File: src/rtl/lc3b_pkg.sv
// Shared LC-3b definitions for the operand-fetch stage and the ALU behind it.
// Provides datapath sizing, operate-class opcode constants and the ALUK
// function encoding, which must stay identical to the ALU's own decode.
package lc3b_pkg;

  localparam int unsigned DATA_W = 16;
  localparam int unsigned NREG   = 8;

  localparam logic [3:0] OP_ADD = 4'b0001;
  localparam logic [3:0] OP_AND = 4'b0101;
  localparam logic [3:0] OP_XOR = 4'b1001;

  typedef enum logic [1:0] {
    AlukAdd  = 2'd0,
    AlukAnd  = 2'd1,
    AlukXor  = 2'd2,
    AlukPass = 2'd3
  } aluk_e;

endpackage

File: src/rtl/lc3b_regfile.sv
// Architectural register file: NREG x DATA_W, two asynchronous read ports and
// one synchronous write port. A read of the register being written in the same
// cycle returns the incoming write data, so write-then-read is never stale.
// Ports:
//   clk, rst_n        clock, asynchronous active-low reset (all registers -> 0)
//   we/waddr/wdata    write port, committed on the rising edge
//   raddr_a/rdata_a   read port A (bypassed)
//   raddr_b/rdata_b   read port B (bypassed)
module lc3b_regfile #(
  parameter int unsigned DATA_W = 16,
  parameter int unsigned NREG   = 8,
  parameter int unsigned AddrW  = $clog2(NREG)
) (
  input  logic              clk,
  input  logic              rst_n,
  input  logic              we,
  input  logic [AddrW-1:0]  waddr,
  input  logic [DATA_W-1:0] wdata,
  input  logic [AddrW-1:0]  raddr_a,
  output logic [DATA_W-1:0] rdata_a,
  input  logic [AddrW-1:0]  raddr_b,
  output logic [DATA_W-1:0] rdata_b
);

  logic [DATA_W-1:0] regs_q [NREG];
  logic [DATA_W-1:0] regs_d [NREG];

  always_comb begin
    regs_d = regs_q;
    if (we) begin
      regs_d[waddr] = wdata;
    end
  end

  always_ff @(posedge clk or negedge rst_n) begin
    if (!rst_n) begin
      for (int i = 0; i < int'(NREG); i++) begin
        regs_q[i] <= '0;
      end
    end else begin
      regs_q <= regs_d;
    end
  end

  assign rdata_a = (we && (waddr == raddr_a)) ? wdata : regs_q[raddr_a];
  assign rdata_b = (we && (waddr == raddr_b)) ? wdata : regs_q[raddr_b];

endmodule

File: src/rtl/alu_operand_stage.sv
// Operand-fetch stage in front of the LC-3b ALU. Decodes ADD/AND/XOR(NOT),
// reads SR1/SR2 from the register file, applies the SR2MUX (register or
// sext(imm5)) and holds the result in an output register behind valid/ready.
// A per-register busy scoreboard stalls instructions whose sources still have
// a writeback pending.
// Ports:
//   clk, rst_n                  clock, asynchronous active-low reset
//   instr/instr_valid/ready     incoming instruction handshake
//   op_a/op_b/op_aluk/op_dr/
//   op_we/op_illegal            held operation presented to the ALU
//   op_valid/op_ready           outgoing operation handshake
//   wb_en/wb_dr/wb_data         writeback port (independent of handshakes)
module alu_operand_stage #(
  parameter int unsigned DATA_W = lc3b_pkg::DATA_W,
  parameter int unsigned NREG   = lc3b_pkg::NREG
) (
  input  logic              clk,
  input  logic              rst_n,
  input  logic [15:0]       instr,
  input  logic              instr_valid,
  output logic              instr_ready,
  output logic [DATA_W-1:0] op_a,
  output logic [DATA_W-1:0] op_b,
  output logic [1:0]        op_aluk,
  output logic [2:0]        op_dr,
  output logic              op_we,
  output logic              op_illegal,
  output logic              op_valid,
  input  logic              op_ready,
  input  logic              wb_en,
  input  logic [2:0]        wb_dr,
  input  logic [DATA_W-1:0] wb_data
);

  import lc3b_pkg::*;

  // Instruction fields
  logic [3:0] opcode;
  logic [2:0] dr, sr1, sr2;
  logic       use_imm;

  assign opcode  = instr[15:12];
  assign dr      = instr[11:9];
  assign sr1     = instr[8:6];
  assign use_imm = instr[5];
  assign sr2     = instr[2:0];

  // Decode
  aluk_e dec_aluk;
  logic  dec_we;
  logic  dec_illegal;

  always_comb begin
    dec_aluk    = AlukPass;
    dec_we      = 1'b1;
    dec_illegal = 1'b0;
    case (opcode)
      OP_ADD:  dec_aluk = AlukAdd;
      OP_AND:  dec_aluk = AlukAnd;
      OP_XOR:  dec_aluk = AlukXor;
      default: begin
        dec_aluk    = AlukPass;
        dec_we      = 1'b0;
        dec_illegal = 1'b1;
      end
    endcase
  end

  // Register read (bypassed inside the regfile)
  logic [DATA_W-1:0] sr1_val, sr2_val, imm_sext, src_b;

  lc3b_regfile #(
    .DATA_W (DATA_W),
    .NREG   (NREG),
    .AddrW  (3)
  ) u_regfile (
    .clk     (clk),
    .rst_n   (rst_n),
    .we      (wb_en),
    .waddr   (wb_dr),
    .wdata   (wb_data),
    .raddr_a (sr1),
    .rdata_a (sr1_val),
    .raddr_b (sr2),
    .rdata_b (sr2_val)
  );

  assign imm_sext = {{(DATA_W-5){instr[4]}}, instr[4:0]};
  assign src_b    = use_imm ? imm_sext : sr2_val;

  // Scoreboard hazard. A writeback landing this cycle resolves the hazard
  // because the regfile bypass already delivers its data.
  logic [NREG-1:0] busy_q, busy_d;
  logic            wb_hit_sr1, wb_hit_sr2, hazard;

  assign wb_hit_sr1 = wb_en && (wb_dr == sr1);
  assign wb_hit_sr2 = wb_en && (wb_dr == sr2);
  assign hazard     = !dec_illegal &&
                      ((busy_q[sr1] && !wb_hit_sr1) ||
                       (!use_imm && busy_q[sr2] && !wb_hit_sr2));

  // Output operation register
  logic [DATA_W-1:0] op_a_q, op_a_d, op_b_q, op_b_d;
  aluk_e             op_aluk_q, op_aluk_d;
  logic [2:0]        op_dr_q, op_dr_d;
  logic              op_we_q, op_we_d;
  logic              op_illegal_q, op_illegal_d;
  logic              op_valid_q, op_valid_d;
  logic              accept;

  assign instr_ready = (!op_valid_q || op_ready) && !hazard;
  assign accept      = instr_valid && instr_ready;

  always_comb begin
    op_a_d       = op_a_q;
    op_b_d       = op_b_q;
    op_aluk_d    = op_aluk_q;
    op_dr_d      = op_dr_q;
    op_we_d      = op_we_q;
    op_illegal_d = op_illegal_q;
    op_valid_d   = op_valid_q;
    busy_d       = busy_q;

    if (accept) begin
      op_a_d       = sr1_val;
      op_b_d       = src_b;
      op_aluk_d    = dec_aluk;
      op_dr_d      = dr;
      op_we_d      = dec_we;
      op_illegal_d = dec_illegal;
      op_valid_d   = 1'b1;
    end else if (op_ready) begin
      op_valid_d   = 1'b0;
    end

    // Clear first so a same-index set in the same cycle wins.
    if (wb_en) begin
      busy_d[wb_dr] = 1'b0;
    end
    if (accept && dec_we) begin
      busy_d[dr] = 1'b1;
    end
  end

  always_ff @(posedge clk or negedge rst_n) begin
    if (!rst_n) begin
      op_a_q       <= '0;
      op_b_q       <= '0;
      op_aluk_q    <= AlukPass;
      op_dr_q      <= '0;
      op_we_q      <= 1'b0;
      op_illegal_q <= 1'b0;
      op_valid_q   <= 1'b0;
      busy_q       <= '0;
    end else begin
      op_a_q       <= op_a_d;
      op_b_q       <= op_b_d;
      op_aluk_q    <= op_aluk_d;
      op_dr_q      <= op_dr_d;
      op_we_q      <= op_we_d;
      op_illegal_q <= op_illegal_d;
      op_valid_q   <= op_valid_d;
      busy_q       <= busy_d;
    end
  end

  assign op_a       = op_a_q;
  assign op_b       = op_b_q;
  assign op_aluk    = op_aluk_q;
  assign op_dr      = op_dr_q;
  assign op_we      = op_we_q;
  assign op_illegal = op_illegal_q;
  assign op_valid   = op_valid_q;

endmodule

File: config.mk
export PLATFORM = sky130hd
export DESIGN_NAME = alu_operand_stage
export DESIGN_NICKNAME = d
export VERILOG_FILES = /design/src/rtl/lc3b_pkg.sv /design/src/rtl/lc3b_regfile.sv /design/src/rtl/alu_operand_stage.sv
export SDC_FILE = /design/constraint.sdc
export NUM_CORES = 1
export LEC_CHECK = 0
export BUFFER_PORTS_ARGS = -buffer_cell sky130_fd_sc_hd__buf_4
export CORE_UTILIZATION = 55
export CTS_CLUSTER_SIZE = 10
export DETAILED_ROUTE_END_ITERATION = 16
export GPL_TIMING_DRIVEN = 0
export PLACE_DENSITY = 0.77
export SLEW_MARGIN = 20
export SYNTH_ARGS = -nofsm -noshare
export SYNTH_HDL_FRONTEND = slang
export SYNTH_HIERARCHICAL = 1
export SYNTH_SLANG_ARGS = --single-unit
File: constraint.sdc
create_clock -name clk -period 2 [get_ports clk]
set_input_delay 0.2 -clock clk [delete_from_list [all_inputs] [get_ports clk]]
set_output_delay 0.2 -clock clk [all_outputs]
set_load 0.1 [all_outputs]
# ---- Word level (Yosys, flattened, before mapping)
# Index checks and enable logic that the tools add are counted.
dict set report totals {
  input_bits 40
  reg_bits 176
}
dict set report classes {
  bitwise 6
  reduce_logical 21
  n_mux 27
  n_eq_ne 5
  magnitude_cmp 10
}
# op count
set ops {}
lappend ops {{bitwise mux 128 bit} 1}
lappend ops {{2-to-1 mux 16 bit} 8}
lappend ops {{binary-select mux 16 bit (select 3 bit)} 2}
lappend ops {{demux 16 bit (select 3 bit)} 1}
lappend ops {{less-than comparator 3 x 4 -> 1 bit (second input constant)} 4}
lappend ops {{2-to-1 mux 8 bit} 2}
lappend ops {{>= comparator 4 bit (second input constant)} 3}
lappend ops {{logical AND 1 bit} 12}
lappend ops {{inverter 3 -> 4 bit} 3}
lappend ops {{bitwise AND 8 bit} 1}
lappend ops {{2-to-1 mux 1 bit} 8}
lappend ops {{inverter 8 bit} 1}
lappend ops {{OR 8 bit} 1}
lappend ops {{binary-select mux 1 bit (select 3 bit)} 2}
lappend ops {{demux 1 bit (select 3 bit)} 2}
lappend ops {{== test 3 bit} 2}
lappend ops {{>= comparator 3 x 1 -> 1 bit (second input constant)} 2}
lappend ops {{one-hot mux 2 bit (3 select lines)} 1}
lappend ops {{logical NOT 1 bit} 5}
lappend ops {{== test 4 x 1 -> 1 bit (second input constant)} 1}
lappend ops {{== test 4 x 3 -> 1 bit (second input constant)} 1}
lappend ops {{== test 4 bit (second input constant)} 1}
lappend ops {{less-than comparator 4 x 1 -> 1 bit (second input constant)} 1}
lappend ops {{OR reduction 3 bit} 1}
lappend ops {{2 further kinds} 3}

# ---- Longest topological paths before layout
# Gate-level depths: netlist of the first run.
dict set report depth {
  depth_word 11
  depth_mapped 9
  ltp_nobuf 6
}

# ---- By module
# Netlist of the first run, hierarchy kept.
# module cells_per_inst instances seq_area_each_um2 area_per_inst_um2
set modules_own_cells {}
lappend modules_own_cells {lc3b_regfile 452 1 3203.1 7508.5}
lappend modules_own_cells {alu_operand_stage 189 1 1203.7 2328.5}

# ---- Worst setup path before layout of the first run
# OpenSTA, ideal clock, no wires.
dict set report synth_path {
  kind {input -> register}
  startpoint {in instr[1]}
  endpoint {reg op_b_q[0] (netlist: op_b[0])}
  path_slack_ns -0.142
  required_time_ns 1.874
  arrival_time_ns 2.016
  cell_stages 7
  cell_sequence {clkbuf_1 > clkbuf_1 > mux4_1 > mux2_2 > mux2_2 > mux2_2 > mux2_2}
}
dict set report synth_via {
  word_cells_on_any_way 18
  classes_between {eq/ne (1); mux (7); bitwise (1); reduce/logical (9)}
}
# element line_no
set synth_lines {}
lappend synth_lines {{start: declaration} alu_operand_stage.sv:19} ;# input logic [15:0] instr,
lappend synth_lines {{inverter 3 -> 4 bit (not written as such)} lc3b_regfile.sv:46} ;# assign rdata_b = (we && (waddr == raddr_b)) ? wdata : regs_q[raddr_b];
lappend synth_lines {{binary-select mux 16 bit (select 3 bit)} lc3b_regfile.sv:46}
lappend synth_lines {{2-to-1 mux 16 bit (not written as such) (2 in a row)} lc3b_regfile.sv:46}
lappend synth_lines {{2-to-1 mux 16 bit *} lc3b_regfile.sv:46}
lappend synth_lines {{named net sr2_val[0]} alu_operand_stage.sv:70} ;# logic [DATA_W-1:0] sr1_val, sr2_val, imm_sext, src_b;
lappend synth_lines {{2-to-1 mux 16 bit *} alu_operand_stage.sv:89} ;# assign src_b = use_imm ? imm_sext : sr2_val;
lappend synth_lines {{end signal: assignment} alu_operand_stage.sv:157} ;# op_b_q <= op_b_d;
lappend synth_lines {{end: declaration} alu_operand_stage.sv:103} ;# logic [DATA_W-1:0] op_a_q, op_a_d, op_b_q, op_b_d;
# The timed path passes the listed nets; every way through them passes the cells marked *. The select of a mux whose other input is x is not followed.
# A chain may end at the register's enable or synchronous reset.

# ---- Worst setup path in the final report of the first run
dict set report layout_path {
  startpoint {reg busy_q[5]}
  endpoint {out instr_ready}
}
dict set report layout_via {
  elab_chain_len 8
  word_cells_on_any_way 11
  classes_between {mux (4); reduce/logical (7)}
}
# element line_no
set layout_lines {}
lappend layout_lines {{start: declaration} alu_operand_stage.sv:93} ;# logic [NREG-1:0] busy_q, busy_d;
lappend layout_lines {{start signal: assignment} alu_operand_stage.sv:163} ;# busy_q <= busy_d;
lappend layout_lines {{binary-select mux 1 bit (select 3 bit)} alu_operand_stage.sv:100} ;# (!use_imm && busy_q[sr2] && !wb_hit_sr2));
lappend layout_lines {{2-to-1 mux 1 bit (not written as such)} alu_operand_stage.sv:100}
lappend layout_lines {{logical AND 1 bit (2 in a row)} alu_operand_stage.sv:100}
lappend layout_lines {{logical OR 1 bit *} alu_operand_stage.sv:99} ;# ((busy_q[sr1] && !wb_hit_sr1) ||
lappend layout_lines {{logical AND 1 bit *} alu_operand_stage.sv:98} ;# assign hazard = !dec_illegal &&
lappend layout_lines {{logical NOT 1 bit *} alu_operand_stage.sv:111} ;# assign instr_ready = (!op_valid_q || op_ready) && !hazard;
lappend layout_lines {{logical AND 1 bit *} alu_operand_stage.sv:111}
lappend layout_lines {{end: declaration} alu_operand_stage.sv:21} ;# output logic instr_ready,
# Every way passes the cells marked *; elsewhere a longest branch is shown, timed or not. The select of a mux whose other input is x is not followed.

==> results.py, run 1 <==
metrics = {
    "outcome": {
        "status": "finished, violations left",
        "violations": "negative setup slack",
    },
    "critical_path": {
        "crit_path_end_kind": "output pin",
        "critical_path_class": "reg2out",
        "path_max_fanout": 3,
        "critPathLaunchType": "flop",
        "crit_arrival_ns": 1.94,
        "r2r_cells": 8,
        "required_ns": 1.80,
    },
    "detailed_routing": {
        "wl_per_cell_um": 25.0,
        "vias": 6244,
        "drtIter0Drc": 491,
        "vias_per_cell": 6.36,
        "drc": 0,
        "ant_nets": 0,
        "drt-total-wl_mm": 24.5,
        "firstDrtPassIters": 4,
    },
    "hold_path": {
        "hold_class": "in2reg",
        "min_path_cells": 2,
    },
    "grt": {
        "track_usage": 0.279,
        "grt_pass1_wl_mm": 37.0,
        "first_global_vias": 6311,
        "antenna_found_initial": 1,
        "grt-ovfl-total": 0,
        "grt_max_degree": 94,
    },
    "floorplan": {
        "io_pins": 81,
        "die_w_um": 136,
        "initial_core_util": 0.567,
        "core_area_um2": 17400,
        "fp-row-count": 48,
        "die_area_um2": 18400,
        "die_y_um": 136,
    },
    "synth": {
        "synthFlopType": "dfrtp_1",
        "syn_inst": 641,
        "avgSynthCellArea_um2": 15.3,
        "ys_seq_area_frac": 0.448,
        "synth_edf_count": 0,
        "synth_top_area_frac": 0.443,
        "synth_area_leader_cell": "dfrtp_1",
        "yosys_warnings": 6,
        "synth_common_cells": "mux2_2 (224), dfrtp_1 (174), mux4_1 (60)",
        "synthArstFlopShare": 1.00,
        "yosysMostFrequentCell": "mux2_2",
        "syn-num-nets": 681,
        "ys_types": 33,
        "synth-seq-cells": 176,
        "synth_area_um2": 9840,
        "synth.area.top_cells": "dfrtp_1 (44%), mux2_2 (26%), mux4_1 (16%)",
    },
    "timing": {
        "max_freq_mhz": 467,
        "tightest_slew_ns": 0.816,
        "drv_slew": 0,
        "fin_ws_ns": -0.141,
        "holdWs_ns": 0.0594,
        "relSlewSlack": 0.453,
        "fin_skew_ns": 0.00704,
        "period_needed_ns": 2.14,
        "setup_viol": 29,
        "finalCritPeriodShare": 1.07,
        "finalHoldViolCount": 0,
        "rsz0062_at_grt": "true",
    },
    "clocking": {
        "clock_sinks": 176,
        "clk_latency_ns": 0.44,
        "tritoncts": "yes",
        "root_buffer": "clkbuf_16",
        "htree_levels": 4,
        "clockBufferDepth": 2,
        "cts_buffers": 17,
        "clk_pin_slew_ns": 0.07,
    },
    "power_and_ir_drop": {
        "powerDensity_nw_per_um2": 1160,
        "ir_drop_mv": 0.868,
        "power.leakage_nw": 5.09,
    },
    "place": {
        "portBuffers": 60,
        "hpwl_mm": 15.9,
        "gp_congestion": 0.856,
        "dpl-instance-area_um2": 10600,
    },
    "finish": {
        "final_nets": 782,
        "syn2layout_area_growth_pct": 16.7,
        "drive_gt1_frac": 0.562,
        "fin_area_um2": 11500,
        "n_fill_cell": 1207,
    },
    "job": {
        "maxCapViolCount": 0,
    },
}
placed cells by master (no fill, tap or decap), types with 9 or more instances in the layout:
cell,instances
mux2_4,19
xnor2_1,12
buf_1,16
dfrtp_1,173
clkbuf_16,17
buf_6,11
mux4_2,23
mux4_1,43
o21ai_0,19
mux2_2,216
nand2b_1,9
buf_4,79
inv_1,14
nand2_1,9
buf_2,13
path summary, 6_finish.rpt:
check / endpoint / from / slack, ns
worst max-delay path: instr_ready / busy_q[5] / -0.14
worst min-delay path: op_dr[1] / instr[10] / 0.06
worst max register to register: op_a[4] / busy_q[5] / -0.14
worst min register to register: op_b[7] / op_b[7] / 0.51
max in group asynchronous: op_aluk[1] / rst_n / 0.74
min in group asynchronous: op_dr[0] / rst_n / 0.35
logic make-up (layout without fill, tap and decap cells):
| kind of cell | after synthesis | count (layout) | share of synthesized area |
|---|---|---|---|
| muxes | 305 | 305 | 0.451 |
| DFF | 176 | 176 | 0.448 |
| buffers and inverters | 75 | 189 | 0.0416 |
| and+or+nand+nor | 42 | 42 | 0.0280 |
| AOI/OAI and AO/OA | 31 | 31 | 0.0205 |
| xor gates and xnor gates | 12 | 12 | 0.0107 |
| other | 0 | 1 | 0 |
registers in the layout, summed over array words and instances, names as in the netlist:
name              count
op_dr                 3
op_aluk               2
op_b                 16
busy_q                8
op_a                 16
u_regfile/regs_q    128
op_illegal            1
op_valid              1
op_we                 1
per-stage QoR:
stage	setup TNS (ns)	total power, W	instances	utilization	worst slack (ns)
global placement	-51.13	0.00973	926	0.609	-0.616
detailed placement	-23.81	0.00996	927	0.611	-0.699
CTS	-0.285	0.0132	973	0.651	-0.151
global route	-5.46	0.0138	980	0.661	-0.198
floorplan	-0.157	0.00876	641	-	-0.0392
finish	-2.83	0.0133	981	0.662	-0.141
routing by layer:
layer,vias to the layer above,global-route usage,share of wire
li1,2670,-,-
met1,3268,0.376,0.43
met2,267,0.435,0.48
met3,39,0.0670,0.068
met4,0,0.116,0.023
met5,-,0,0
cell type report:
type,count,area [um2],area share
plain buffers,61,417,0.0363
flip-flops and latches,176,4410,0.384
multi-input cells,390,5110,0.445
clock inverters,11,80.1,0.00697
well taps,225,282,0.0245
diodes,1,2.50,0.000218
clock buffers,21,470,0.0410
inverters,14,52.6,0.00458
repair buffers,82,664,0.0579
power by group:
group	internal, W	switching, W	total [W]	leakage (nW)
combinational	0.00210	0.00308	0.00518	2.69
clock	0.00170	0.00142	0.00312	0.274
sequential	0.00441	0.000566	0.00498	2.12
total	0.00821	0.00506	0.0133	5.09
worst max-delay path, stage by stage, from the launching register on:
cell       delay, ns
dfrtp_1         0.40
mux4_2          0.48
a2bb2oi_2       0.16
nand4b_4        0.09
o211a_1         0.19
buf_12          0.18
timing repair:
action / CTS / global route
setup buffers: 12 / 7
pin swaps: 4 / 4
setup endpoints to repair: 38 / 42
hold buffers: 2 / 0
endpoints found under the hold margin: 95 / 0
gates resized for setup: 19 / 33
gates cloned: 0 / 0
(Power assumes the default switching activity.)
==> run 2, diff against run 1 <==
PLACE_DENSITY = 0.79   (was 0.77)
==> run 2 against run 1 <==
  * The run still ends with negative setup slack left
  * Worst hold slack lost 0.043 ns
  * Maximum frequency shrank 0.29%
  * Register-to-register slack is essentially flat
  * Final cell count shrank 0.10%
  * Clock power grew 9.6%
  * Wire length is essentially flat
  * First-iteration DRC count shrank 34%
  * Sequential power is essentially flat
  * Power grew 2.3%
  * Via count grew 1.3%
  * Sequential cell count is the same
  * Critical path depth is the same
  * Critical path type unchanged
==> results.py, run 2 (same netlist as run 1, synthesis figures left out) <==
metrics = {
    "clocking": {
        "clockBufferDepth": 2,
        "tritoncts": "yes",
        "root_buffer": "clkbuf_16",
        "clock_sinks": 176,
        "clk_pin_slew_ns": 0.07,
        "htree_levels": 4,
        "cts_buffers": 17,
        "clk_latency_ns": 0.44,
    },
    "critical_path": {
        "required_ns": 1.80,
        "crit_arrival_ns": 1.95,
        "critPathMaxStageDelay_ns": 0.47,
        "critical_path_class": "reg2out",
        "crit_path_end_kind": "output pin",
        "critPathSlowestCell": "mux4_2",
        "path_cells": "mux4_2 > a2bb2oi_1 > nand4b_2 > o211a_1 > buf_12",
        "path_max_fanout": 3,
        "critPathLaunchType": "flop",
    },
    "place": {
        "dpl-instance-area_um2": 10600,
        "hpwl_mm": 16.0,
        "gp_congestion": 0.839,
        "portBuffers": 60,
    },
    "finish": {
        "final_common_cell": "mux2_2",
        "largest_register_ffs": 128,
        "n_fill_cell": 1193,
        "final_core_util": 0.660,
        "syn2layout_area_growth_pct": 16.4,
        "multi_input_area_um2": 5030,
        "mostFrequentLayoutCells": "mux2_2 (215), dfrtp_1 (173), buf_4 (81)",
        "final_nets": 782,
        "seq_area_um2": 4410,
        "regMostFlops": "u_regfile/regs_q",
        "fin_area_um2": 11400,
        "drive_gt1_frac": 0.571,
        "n_antenna_cell": 0,
    },
    "detailed_routing": {
        "wl_per_cell_um": 25.0,
        "drc": 0,
        "firstDrtPassIters": 5,
        "drt-total-wl_mm": 24.5,
        "drtIter0Drc": 326,
        "vias": 6326,
        "vias_per_cell": 6.46,
        "ant_nets": 0,
    },
    "timing": {
        "drv_slew": 0,
        "tightest_slew_ns": 0.782,
        "fin_skew_ns": 0.00947,
        "period_needed_ns": 2.15,
        "max_freq_mhz": 466,
        "holdWs_ns": 0.0168,
        "setup_viol": 33,
        "finalHoldViolCount": 0,
        "relSlewSlack": 0.476,
        "rsz0062_at_grt": "true",
        "finalCritPeriodShare": 1.07,
        "fin_ws_ns": -0.147,
    },
    "floorplan": {
        "die_y_um": 136,
        "io_pins": 81,
        "fp-row-count": 48,
        "die_area_um2": 18400,
        "core_area_um2": 17400,
        "initial_core_util": 0.567,
        "die_w_um": 136,
    },
    "grt": {
        "antenna_found_initial": 0,
        "first_global_vias": 6380,
        "track_usage": 0.277,
        "grt-ovfl-total": 0,
        "grt_max_degree": 94,
        "grt_pass1_wl_mm": 37.1,
    },
    "power_and_ir_drop": {
        "combinationalPowerShare": 0.380,
        "powerDensity_nw_per_um2": 1190,
        "switching_share": 0.379,
        "pwr-share-clk": 0.252,
        "p_total_w": 0.0136,
        "pwr-share-seq": 0.367,
        "p_int_w": 0.00843,
        "ir_drop_mv": 0.950,
        "p_switching_w": 0.00515,
        "power.leakage_nw": 5.02,
    },
    "job": {
        "maxCapViolCount": 0,
    },
    "outcome": {
        "violations": "negative setup slack",
        "status": "finished, violations left",
    },
    "hold_path": {
        "hold_class": "in2reg",
    },
}
-- run 2: changes by cell type in the layout (fill, tap and decap cells not counted), sizes merged --
cell	change
clkinv	-4
clkbuf	-3
inv	+3
bufinv	+2
clkinvlp	+2
buf	+1
diode	-1
dlygate4sd3	-1
-- run 2: final timing paths --
path | depth (start not counted) | slack (ns) | startpoint | end
worst max-delay path | 5 | -0.15 | busy_q[7] | instr_ready
worst min-delay path | 2 | 0.02 | instr[9] | busy_q[2]
worst max register to register | 8 | -0.14 | busy_q[7] | op_a[6]
worst min register to register | 1 | 0.51 | op_a[9] | op_a[9]
max in group asynchronous | 3 | 0.76 | rst_n | u_regfile/regs_q[99]
min in group asynchronous | 2 | 0.35 | rst_n | op_dr[1]
-- run 2: power by group through the flow --
stage               logic, W  clock network (W)  registers, W
finish               0.00516            0.00342       0.00499
global route         0.00537            0.00362       0.00508
CTS                  0.00508            0.00347       0.00496
detailed placement   0.00494                  0       0.00502
global placement     0.00483                  0       0.00490
floorplan            0.00204                  0       0.00671
-- run 2: layer usage --
layer	track usage	vias to the layer above	share of wire
li1	-	2663	-
met3	0.0535	50	0.064
met5	0	-	0
met1	0.371	3338	0.43
met4	0.113	0	0.029
met2	0.445	275	0.48
-- run 2: what timing repair did --
action                                  4_1_cts  5_1_grt
endpoints found under the setup margin       38       41
endpoints found under the hold margin        81        0
resized for setup                            21       33
hold buffers                                  1        0
setup buffers                                13        7
pin swaps                                     3        2
-- run 2: layout make-up --
class                      count  area share
sequential                   176       0.385
clock inverter                14      0.0150
multi-input combinational    390       0.440
tap                          225      0.0246
clock buffer                  18      0.0384
timing repair buffer          82      0.0575
inverter                      14     0.00459
buffer                        61      0.0352
-- run 2: worst max-delay path: cells and delay by family (launching register included) --
family                 cells  cell delay [ns]
AOI/OAI and AO/OA          2             0.36
DFF                        1             0.40
and+or+nand+nor            1             0.10
buffers and inverters      1             0.18
muxes                      1             0.47
-- run 2: stage by stage --
step | TNS [ns] | std cells | worst slack, ns
floorplan | -0.157 | 641 | -0.0392
global placement | -55.22 | 926 | -0.631
detailed placement | -23.39 | 927 | -0.712
CTS | -0.316 | 973 | -0.139
global route | -5.54 | 980 | -0.196
finish | -3.13 | 980 | -0.147
==> run 3, diff against run 2 <==
SKIP_CTS_REPAIR_TIMING = 1   (was not set)
==> run 3 against run 2 <==
  * The flow still finishes with violations (negative setup slack)
  * Global-route usage down 0.50 points
  * Design area is 0.24% higher
  * Maximum frequency down 0.15%
  * Clock skew about the same
  * Setup slack got worse by 0.0033 ns
  * Die area unchanged
  * First-iteration DRC count fell by 9.8%
  * Power about the same
  * Largest power group unchanged
==> results.py, run 3 (same netlist as run 1, synthesis figures left out) <==
metrics = {
    "clocking": {
        "clockBufferDepth": 2,
        "tritoncts": "yes",
        "clk_pin_slew_ns": 0.07,
        "clock_sinks": 176,
        "clk_latency_ns": 0.44,
        "root_buffer": "clkbuf_16",
        "cts_buffers": 17,
        "htree_levels": 4,
    },
    "finish": {
        "fin_area_um2": 11500,
        "syn2layout_area_growth_pct": 16.7,
        "drive_gt1_frac": 0.571,
        "regMostFlops": "u_regfile/regs_q",
        "multi_input_area_um2": 5050,
        "final_nets": 782,
        "final_common_cell": "mux2_2",
        "n_antenna_cell": 0,
        "n_fill_cell": 1179,
        "seq_area_um2": 4410,
        "largest_register_ffs": 128,
        "mostFrequentLayoutCells": "mux2_2 (213), dfrtp_1 (173), buf_4 (81)",
    },
    "place": {
        "gp_congestion": 0.839,
        "dpl-instance-area_um2": 10600,
        "dp_slack_ns": -0.712,
        "hpwl_mm": 16.0,
        "portBuffers": 60,
    },
    "job": {
        "maxCapViolCount": 0,
    },
    "detailed_routing": {
        "wl_per_cell_um": 24.8,
        "drc": 0,
        "ant_nets": 0,
        "drt-total-wl_mm": 24.3,
        "vias_per_cell": 6.43,
        "drtIter0Drc": 294,
        "vias": 6300,
        "firstDrtPassIters": 5,
    },
    "timing": {
        "finalHoldViolCount": 0,
        "period_needed_ns": 2.15,
        "fin_ws_ns": -0.150,
        "tightest_slew_ns": 0.756,
        "setup_viol": 32,
        "finalCritPeriodShare": 1.07,
        "max_freq_mhz": 465,
        "fin_skew_ns": 0.00949,
        "drv_slew": 0,
        "tns_ns": -3.00,
        "relSlewSlack": 0.493,
        "holdWs_ns": 0.0191,
        "rsz0062_at_grt": "true",
    },
    "hold_path": {
        "hold_class": "in2reg",
    },
    "power_and_ir_drop": {
        "combinationalPowerShare": 0.380,
        "power.leakage_nw": 5.05,
        "pwr-share-seq": 0.368,
        "ir_drop_mv": 0.935,
        "p_switching_w": 0.00514,
        "pwr-share-clk": 0.252,
        "p_int_w": 0.00843,
        "powerDensity_nw_per_um2": 1180,
        "switching_share": 0.379,
    },
    "grt": {
        "grt-ovfl-total": 0,
        "antenna_found_initial": 0,
        "first_global_vias": 6235,
        "track_usage": 0.272,
        "grt_pass1_wl_mm": 36.4,
        "grt_max_degree": 94,
    },
    "critical_path": {
        "critPathLaunchType": "flop",
        "critical_path_class": "reg2out",
        "path_max_fanout": 3,
        "required_ns": 1.80,
        "crit_arrival_ns": 1.95,
        "crit_path_end_kind": "output pin",
        "r2r_slack_ns": -0.15,
    },
    "outcome": {
        "status": "finished, violations left",
        "violations": "negative setup slack",
    },
    "floorplan": {
        "die_area_um2": 18400,
        "fp-row-count": 48,
        "die_w_um": 136,
        "die_y_um": 136,
        "io_pins": 81,
        "core_area_um2": 17400,
        "initial_core_util": 0.567,
    },
}
-- run 3: cell types whose count changed in the layout (fill, tap and decap cells not counted), sizes merged --
cell / previous run / this run
buf: 128 / 129
clkbuf: 32 / 31
-- run 3: through the flow --
stage / std cells / power [W] / utilization
floorplan: 641 / 0.00876 / -
detailed placement: 927 / 0.00997 / 0.611
global route: 980 / 0.0141 / 0.661
global placement: 926 / 0.00973 / 0.609
finish: 980 / 0.0136 / 0.661
CTS: 959 / 0.0134 / 0.646
-- run 3: layout make-up --
cell class / instances / share of cell area
timing repair buffer: 82 / 0.0573
tap: 225 / 0.0245
clock buffer: 18 / 0.0383
buffer: 61 / 0.0359
clock inverter: 14 / 0.0149
sequential: 176 / 0.384
multi-input combinational: 390 / 0.440
inverter: 14 / 0.00458
-- run 3: worst max-delay path: stages (launching register included) --
cell and delay, ns:
dfrtp_1 0.41, mux4_2 0.47, a2bb2oi_1 0.16, nand4b_2 0.10, o211a_1 0.20, buf_12 0.18
-- run 3: path summary, 6_finish.rpt --
path / from / end / cells past startpoint
hold reg to reg: op_a[9] / op_a[9] / 1
max in group asynchronous: rst_n / u_regfile/regs_q[99] / 3
hold / removal: instr[9] / busy_q[2] / 2
setup reg to reg: busy_q[7] / op_a[6] / 8
setup / recovery: busy_q[7] / instr_ready / 5
min in group asynchronous: rst_n / op_dr[1] / 2
-- run 3: power groups by stage --
stage                     clock network [W]  logic (W)  registers [W]
after floorplan                           0    0.00204        0.00671
after global placement                    0    0.00483        0.00490
after detailed placement                  0    0.00494        0.00502
after CTS                           0.00347    0.00497        0.00496
after global routing                0.00362    0.00537        0.00508
final                               0.00343    0.00516        0.00499
-- run 3: layer usage --
metal  part of all wire  global-route usage  vias to the layer above
met5                  0                   0                        -
met1               0.41               0.368                     3303
met3              0.076              0.0498                       50
met4              0.028               0.106                        0
met2               0.48               0.438                      289
li1                   -                   -                     2658
